[config.mk]
export PLATFORM = sky130hd
export DESIGN_NAME = prefetch_queue
export DESIGN_NICKNAME = d
export VERILOG_FILES = /design/src/rtl/prefetch_queue.sv
export SDC_FILE = /design/constraint.sdc
export NUM_CORES = 1
export LEC_CHECK = 0
export CELL_PAD_IN_SITES_DETAIL_PLACEMENT = 0
export CELL_PAD_IN_SITES_GLOBAL_PLACEMENT = 2
export CORE_ASPECT_RATIO = 0.8
export CORE_MARGIN = 3
export CORE_UTILIZATION = 41
export CTS_BUF_LIST = sky130_fd_sc_hd__clkbuf_2 sky130_fd_sc_hd__clkbuf_4 sky130_fd_sc_hd__clkbuf_8
export CTS_CLUSTER_DIAMETER = 50
export CTS_CLUSTER_SIZE = 40
export DETAILED_ROUTE_END_ITERATION = 6
export PLACE_DENSITY_LB_ADDON = 0.12
export SLEW_MARGIN = 20
export SYNTH_ARGS = -nofsm -noshare
export SYNTH_HDL_FRONTEND = slang
export SYNTH_SLANG_ARGS = --single-unit
[constraint.sdc]
create_clock -name clk -period 4.4 [get_ports clk]
set_clock_uncertainty 0.15 [all_clocks]
set_input_delay 0.88 -clock clk [delete_from_list [all_inputs] [get_ports clk]]
set_output_delay 0.88 -clock clk [all_outputs]
set_load 0.1 [all_outputs]
[src/rtl/prefetch_queue.sv]
// prefetch_queue: sequential instruction prefetch FIFO with redirect flush
module prefetch_queue #(
  parameter int          DEPTH    = 4,
  parameter logic [31:0] RESET_PC = 32'h0000_0000
) (
  input  logic                         clk,
  input  logic                         reset,
  input  logic                         redirect,
  input  logic [31:0]                  redirect_pc,
  output logic                         mem_req,
  output logic [31:0]                  mem_addr,
  input  logic                         mem_ack,
  input  logic [31:0]                  mem_rdata,
  output logic                         out_valid,
  output logic [31:0]                  out_inst,
  output logic [31:0]                  out_pc,
  input  logic                         out_ready,
  output logic [$clog2(DEPTH+1)-1:0]   count
);
  localparam int AW = $clog2(DEPTH);
  localparam int CW = $clog2(DEPTH+1);
  logic [31:0]    inst_q [DEPTH];
  logic [31:0]    pc_q   [DEPTH];
  logic [AW-1:0]  rd_ptr, wr_ptr;
  logic [31:0]    fetch_pc, fetch_pc_next;
  logic [CW-1:0]  count_next;
  logic           push, pop;
  logic           unused_low_bits;
  assign unused_low_bits = ^redirect_pc[1:0];
  assign push      = mem_req & mem_ack;
  assign pop       = out_valid & out_ready;
  assign out_valid = count != '0;
  assign out_inst  = inst_q[rd_ptr];
  assign out_pc    = pc_q[rd_ptr];
  always_comb begin
    fetch_pc_next = redirect ? {redirect_pc[31:2], 2'b00} : push ? fetch_pc + 32'd4 : fetch_pc;
    count_next    = redirect ? '0 : count + CW'(push) - CW'(pop);
  end
  always_ff @(posedge clk) begin
    if (reset) begin
      rd_ptr   <= '0;
      wr_ptr   <= '0;
      count    <= '0;
      fetch_pc <= RESET_PC;
      mem_req  <= 1'b0;
      mem_addr <= '0;
    end else begin
      rd_ptr   <= redirect ? '0 : pop ? rd_ptr + AW'(1) : rd_ptr;
      wr_ptr   <= redirect ? '0 : push ? wr_ptr + AW'(1) : wr_ptr;
      count    <= count_next;
      fetch_pc <= fetch_pc_next;
      mem_req  <= count_next < CW'(DEPTH);
      mem_addr <= fetch_pc_next;
    end
  end
  // storage needs no reset; a redirect or reset discards the incoming word
  always_ff @(posedge clk) begin
    if (push && !redirect && !reset) begin
      inst_q[wr_ptr] <= mem_rdata;
      pc_q[wr_ptr]   <= mem_addr;
    end
  end
endmodule
Word-level counts from Yosys, hierarchy flattened
Memories as Yosys holds them, arrays and structs flattened. A register that Yosys moved wholly into a read port is not among the register bits.
Cells that the tools add are included.
{"block": "op_classes", "n_addsub": 5, "mul": 0, "div": 0, "order_cmp": 1, "n_eq_ne": 0, "shifts": 0, "muxes": 9, "bitwise": 2, "n_reduce_logical": 7}
{"operator": "2-to-1 mux 32 bit", "count": 2}
{"operator": "adder 32 x 3 -> 32 bit (second input constant)", "count": 1}
{"operator": "2-to-1 mux 2 bit", "count": 4}
{"operator": "adder 2 x 1 -> 2 bit (second input constant)", "count": 2}
{"operator": "adder 3 x 1 -> 3 bit", "count": 1}
{"operator": "< comparator 3 bit (second input constant)", "count": 1}
{"operator": "2-to-1 mux 3 bit", "count": 1}
{"operator": "nonzero test 3 bit", "count": 1}
{"operator": "subtractor 3 x 1 -> 3 bit", "count": 1}
{"operator": "bitwise AND 1 bit", "count": 2}
{"operator": "logical AND 1 bit", "count": 2}
{"operator": "logical NOT 1 bit", "count": 2}
{"operator": "2-to-1 mux 1 bit", "count": 2}
{"operator": "nonzero test 2 bit", "count": 1}
{"operator": "OR reduction 2 bit", "count": 1}
{"block": "word_totals", "register_bits": 40, "latch_bits": 0, "mem_bits_rw": 256, "rom_bits": 0, "n_memories": 2}
{"memory": "inst_q", "depth": 4, "width": 32, "rd": 1, "rd_clocked_by_memory_dff": 1, "write_ports": 1, "line": "22", "rtl": "logic [31:0] inst_q [DEPTH];"}
{"memory": "pc_q", "depth": 4, "width": 32, "rd": 1, "rd_clocked_by_memory_dff": 1, "write_ports": 1, "line": "23", "rtl": "logic [31:0] pc_q [DEPTH];"}

Depth between registers and ports, before layout
Gate-level depths: netlist of the first run.
{"block": "logic_depth", "depth_word": 5, "depth_mapped": 12}

Worst setup path after synthesis of the first run
No wires, ideal clock.
{"block": "synth_path", "path_type": "input to register", "from": "in reset", "to": "mem inst_q[1][0] (enable)", "setup_time_ns": 0.426, "t_arrival_ns": 3.324, "path_slack_ns": 0.499, "stages": 4, "path_buffers": 2, "cell_sequence": "buf_2 -> nor4bb_1 -> clkbuf_1 -> and2_1"}
{"block": "synth_between", "elab_chain_cells": 4}
{"element": "start, declared", "line": "7", "rtl": "input logic reset,"}
{"element": "logical NOT 1 bit", "line": "58", "rtl": "if (push && !redirect && !reset) begin"}
{"element": "logical AND 1 bit", "line": "58"}
{"element": "2-to-1 mux 1 bit", "line": "58"}
{"element": "2-to-1 mux 1 bit (implied by the code)", "line": "59", "rtl": "inst_q[wr_ptr] <= mem_rdata;"}
{"element": "end, declared", "line": "22"}
Every way passes these cells.

==> results of run 1 <==
[how the worst max path moves through the flow]
stage | from | endpoint | slack (ps) | depth (start not counted)
floorplan | reset | inst_q[1][0]$_DFFE_PP_ | 500 | 4
global placement | mem_ack | inst_q[1][15]$_DFFE_PP_ | 990 | 4
detailed placement | mem_ack | inst_q[1][15]$_DFFE_PP_ | 940 | 4
CTS | flip-flop | out_inst[24] | 660 | 3
global route | flip-flop | out_inst[0] | 570 | 3
finish | flip-flop | out_inst[0] | 770 | 3
[critical path: stages (launching register included)]
cell     delay, ps
dfxtp_4        750
buf_4          410
mux4_2         560
buf_4          250
[metal layers]
| layer | GRT usage (%) | part of all wire (%) |
|---|---|---|
| met4 | 4.33 | 2.1 |
| met1 | 25.1 | 45 |
| met2 | 27.7 | 47 |
| met5 | 0 | 0 |
| met3 | 2.83 | 5.9 |
[sequential cells by signal (all words and copies together) (netlist names), named ones only]
register  count
fetch_pc     30
mem_req       1
count         3
inst_q      128
wr_ptr        2
rd_ptr        2
pc_q        120
[power groups by stage]
stage | sequential (W) | combinational, W | clock, W
3_5_place_dp | 0.00313 | 0.000656 | 0
2_1_floorplan | 0.00326 | 0.000319 | 0
4_1_cts | 0.00307 | 0.000658 | 0.00202
3_3_place_gp | 0.00313 | 0.000652 | 0
5_1_grt | 0.00308 | 0.000681 | 0.00213
6_report | 0.00307 | 0.000653 | 0.00196
[stage by stage]
step           hold slack [ps]  std cells  utilization [%]  worst slack, ps
2_1_floorplan              319        629                -              499
3_3_place_gp               329       1129             49.7              991
3_5_place_dp               341       1129             49.7              941
4_1_cts                    355       1185             52.4              658
5_1_grt                    397       1185             52.4              567
6_report                   355       1185             52.4              774
[cell families (layout without fill, tap and decap cells)]
group           after synthesis  count (layout)
compound gates               60              60
fa+ha+maj                     8               8
flops                       288             288
mux                          62              62
buf+inv                      52             251
xor+xnor                     13              13
simple gates                142             142
other cells                   1               4
[cell type report]
cell class	instances	area, um^2
multi-input cells	289	2880
repair buffers	182	1660
fillers	2148	12700
flip-flops and latches	288	8260
clock buffers	30	413
inverters	13	48.8
clock inverters	26	312
well taps	357	447
[placed cells by master (no fill, tap or decap), types with 9 or more instances in the layout]
cell type        count
inv_1               13
clkdlybuf4s50_1    101
mux4_2              62
a211oi_1            10
nor2_1              27
o21ai_0             11
buf_4               78
nand2_1             27
clkbuf_8            30
xnor2_1              9
nor4_1               9
a311oi_1            10
nand3_1             16
dfxtp_1             38
edfxtp_1           248
or4_1               11
==> results.md, run 1 <==
- Die width: approximately 190 um
- Worst reg2reg endpoint: fetch_pc[20]$_SDFFE_PP0P_
- Worst path required time: about 3400 ps
- Vias in the first global route: around 6700
- Synth cell types: 52
- Adder-cell share of the synthesized area: 0.950%
- Share of layout cells above drive strength 1: between 20 and 30%
- Starting Density: a little over two fifths
- Critical path capture point type: output port
- Final Cycle Share: between 80% and 90%
- Psw: between 0.0015 and 0.002 W
- XOR/XNOR share of the synthesized area: just over 1%
- Clock group share of total power: about a third
- Antenna violations before repair: 0
- Slew Limit Fails: 0
- DRT iter0 DRCs: 376
- Top_reg_cell synth: edfxtp_1
- Grt ovf: 0
- Initial DRT Pass Iterations: 6
- Worst Hold Path Cells: 2
- Flops & latches, synth: 288
- Global-route wire length before repair: between 30000 and 40000 um
- Area post-placement: 13300 um^2
- Crit path kind: flip-flop to output port
- Count leader, synth: edfxtp_1
- Cts repair resizes: 0
- Core Area: about 27000 um^2
- Final ANT Viol Nets: 0
- Flop2flop setup slack: 1670 ps
- Reg clk slew, reported paths: ~100 ps
- CTS root buf: clkbuf_8
- Largest net degree at the start of global routing: 63
- Wire per inst: between 20 and 25 um
- Num CTS Buffers: 30
- Flop pwr share: between 50 and 60%
- Setup repair bufs after CTS: 0
- Die ar.: between 20000 and 30000 um^2
- Syn Area/Cell: between 15 and 20 um^2
- Post-Layout Inst Area: roughly 14000 um^2
- Io pins: 170
- Clock period minus worst slack: around 3600 ps
- Clk buf depth: 3
- Clock Latency Late Sink: roughly 590 ps
- Slew at the pin closest to its max-slew limit: between 1000 and 1500 ps
- Routability cong.: approximately 0.75
- Top post-synthesis cells by area: edfxtp_1, mux4_2, dfxtp_1
- Num rows: 53
- Worst r2r src: fetch_pc[2]$_SDFFE_PP0P_
- Post-synth top area cell: edfxtp_1
- Pwr Total: approximately 0.0057 W
- Slew HR: between 30% and 40%
- Via-per-instance ratio: 5.34
- Mux share of post-synthesis cell area: approximately 12%
- Final WL: 25600 um
- Top cell type's share of synthesized area: between 60% and 70%
- Largest family of logic cells by synthesized area: multiplexers
- Detail Placement HPWL: ~16000 um
- Worst IR Drop VDD: around 0.22 mV
- Seq/Total Area, Yosys: around 73%
- Hold Crit Class: flip-flop to flip-flop
- Power share of the combinational group: between 10% and 20%
- Nets@finish: 881
- DRC violations left: 0
- Status: completed
- Fin. Hold Viols: 0
- Leakage: ~4.5 nW
- Chip height: approximately 150 um
- Area delta synth->final: 23.8%
- Routed via count: about 6300
- Asr flop ratio synth: 0%
- FF-to-FF path depth: 5
- Hold worst-path end: wr_ptr[1]$_SDFFE_PP0P_
- Hold Buf Count CTS: 0
- Switching part of the total power: approximately 28%
- Clk sinks: ~290
- Synth Cell Area: approximately 11000 um^2
- Post-synthesis compound-gate area fraction: 3.93%
- P per Cell Area: 406 nW/um^2
- Final setup violation count: 0
- # diodes: 0
- Min-delay src: wr_ptr[1]$_SDFFE_PP0P_
- Post-synth EDFFs: ~250
- Max-cap violations: 0
- Simple-gate share of the synthesized area: 6.92%
- Port bufs: 163
- Synth warnings: 0
- H-tree levels: 1
- Setup TNS: 0 ps
- Top post-synthesis cells by count: edfxtp_1, mux4_2, dfxtp_1
- CP max FO: 28
- Max Freq: around 280 MHz
- Crit start category: flip-flop
- Crit path DAT: 2600 ps
- RSZ-0062 raised after global routing: no
- TritonCTS clock tree: done
- Cells after synthesis: between 600 and 700
- Total track usage: around 17%
- Internal power: approximately 0.004 W
No activity file was read; power rests on OpenSTA's default activity.
==> run 2: changes to the inputs <==
- CORE_UTILIZATION: 41 -> 37
- clock period: 4.4 -> 2.9 ns (I/O delays scaled with it)
==> run 2 against run 1 <==
Net effect:
- first-iteration DRC count up 3.7%
- worst hold slack lost 1.4 ps
- total power increased by 56%
- combinational power up 75%
- critical path depth increased by 1
- worst setup slack worse by 710 ps
- cell count increased by 6.4%
- flip-flop and latch count unchanged
- via count is 2.4% higher
- global-route usage is 1.1 points lower
- utilization decreased by 1.2 points
- critical path type unchanged
- largest cell class unchanged
==> results.md, run 2 (synthesized netlist as in run 1, its figures left out) <==
- Status: completed
- H-tree levels: 1
- WP buf/inv: 3
- Port bufs: about 160
- Crit-path cells: buf_12 -> buf_12 -> mux4_2 -> buf_12
- Vias in the first global route: between 6000 and 7000
- Slew HR: about 66%
- GR Util met1: between 20 and 25%
- Core Area: a little under 30000 um^2
- Die ar.: 32700 um^2
- Largest net degree at the start of global routing: 44
- Switching part of the total power: 29.0%
- Internal power: 0.00630 W
- Final WL: about 27000 um
- Reg clk slew, reported paths: about 100 ps
- Clock Latency Late Sink: 600 ps
- Routability cong.: 0.755
- Die width: slightly above 200 um
- Worst path required time: between 2000 and 2500 ps
- Initial DRT Pass Iterations: 5
- Clock group share of total power: about a third
- Max FFs per register: around 130
- Setup WS pre-CTS: -9.51 ps
- Layout Cells excl Fill: 1261
- Hold Crit Class: flip-flop to flip-flop
- Chip height: between 150 and 200 um
- Cell mode on critical path: buf_12
- Area delta synth->final: 34.3%
- Critical path capture point type: output port
- Final ANT Viol Nets: 0
- CP max stage cell: mux4_2
- Largest regs: inst_q (128), pc_q (120), fetch_pc (30)
- Clock period minus worst slack: between 2000 and 3000 ps
- Fin Hold WS: 353 ps
- Max-cap violations: 0
- Slew Limit Fails: 0
- GR peak layer: met2
- FILL cells: 2466
- Fin. Hold Viols: 0
- Clk buf depth: 3
- Power share of the combinational group: between 10 and 15%
- Grt ovf: 0
- Routed via count: between 6000 and 7000
- Crit-path max cell delay: 570 ps
- Clk sinks: 288
- Final setup violation count: 0
- CP max FO: 12
- Placed cells: between 1000 and 1500
- Cell family with most CP delay: multiplexers
- Io pins: 170
- Met2 GRT Util: approximately 28%
- Crit path kind: flip-flop to output port
- DRC violations left: 0
- Crit path DAT: roughly 2100 ps
- Nets@finish: ~910
- Commonest cells after routing, fill and taps aside: edfxtp_1, buf_12, clkdlybuf4s50_1
- Crit start category: flip-flop
- Commonest non-fill, non-tap cell in the layout: edfxtp_1
- Detail Placement HPWL: between 15000 and 20000 um
- P per Cell Area: slightly below 600 nW/um^2
- Leakage: 5.05 nW
- Hold Buf Count CTS: 0
- Starting Density: between 30% and 40%
- Wire per inst: about 21 um
- Largest Register: inst_q
- Slew at the pin closest to its max-slew limit: just over 500 ps
- Worst IR Drop VDD: between 0.2 and 0.3 mV
- Antenna violations before repair: 0
- DRT iter0 DRCs: slightly below 400
- CTS root buf: clkbuf_8
- Worst Slack Setup Final: roughly 68 ps
- TritonCTS clock tree: done
- Final Cycle Share: 97.6%
- Via-per-instance ratio: roughly 5.1
- Global-route wire length before repair: ~40000 um
- Flop pwr share: 52.2%
- Max Freq: between 300 and 400 MHz
- RSZ-0062 raised after global routing: yes
- Total track usage: 16.3%
- # diodes: 0
- Share of layout cells above drive strength 1: about 33%
- Num CTS Buffers: 30
- Psw: roughly 0.0026 W
- M3 GR Usage: under 10%
- Num rows: 56
run 2: repair_timing:
action / in CTS / in global routing
buffers inserted: 3 / 0
resized for setup: 1 / 1
gates cloned: 0 / 2
setup endpoints to repair: 56 / 20
pin swaps: 0 / 0
run 2: metrics by stage:
stage | power (W) | setup TNS [ps] | util, % | area, um^2
after floorplan | 0.00543 | -8040 | - | 11300
after global placement | 0.00585 | 0 | 48.3 | 14300
after detailed placement | 0.00587 | -9.51 | 48.3 | 14300
after CTS | 0.00901 | -41.2 | 51.0 | 15100
after global routing | 0.00923 | -43.7 | 51.2 | 15200
final | 0.00888 | 0 | 51.2 | 15200
run 2: area by class of cell:
cell class	instances	area (um^2)	share of cell area, %
clock inverter	25	334	2.20
tap	406	508	3.34
clock buffer	31	427	2.81
sequential	288	8260	54.3
timing repair buffer	209	2750	18.1
multi-input combinational	289	2880	18.9
inverter	13	48.8	0.321
run 2: metal layers:
layer,up-vias,part of all wire [%]
met2,176,49
met1,3315,44
li1,2963,-
met5,-,0
met3,29,5.0
met4,0,1.5
run 2: worst paths after layout:
check | startpoint | end | slack, ps | cells past startpoint
max | flip-flop | out_inst[25] | 70 | 4
min | wr_ptr[1]$_SDFFE_PP0P_ | wr_ptr[1]$_SDFFE_PP0P_ | 350 | 2
max reg2reg | fetch_pc[14]$_SDFFE_PP0P_ | fetch_pc[18]$_SDFFE_PP0P_ | 360 | 4
min reg2reg | wr_ptr[1]$_SDFFE_PP0P_ | wr_ptr[1]$_SDFFE_PP0P_ | 350 | 2
run 2: power groups by stage:
stage / registers, W / logic, W / clock network (W)
floorplan: 0.00494 / 0.000484 / 0
global route: 0.00465 / 0.00119 / 0.00339
detailed placement: 0.00473 / 0.00114 / 0
global placement: 0.00473 / 0.00113 / 0
finish: 0.00463 / 0.00114 / 0.00310
CTS: 0.00463 / 0.00115 / 0.00323
run 2: worst min-delay path, cell delays in order, from the launching register on:
cell and delay (ps):
dfxtp_1 340, nand2_1 60, a21oi_1 60
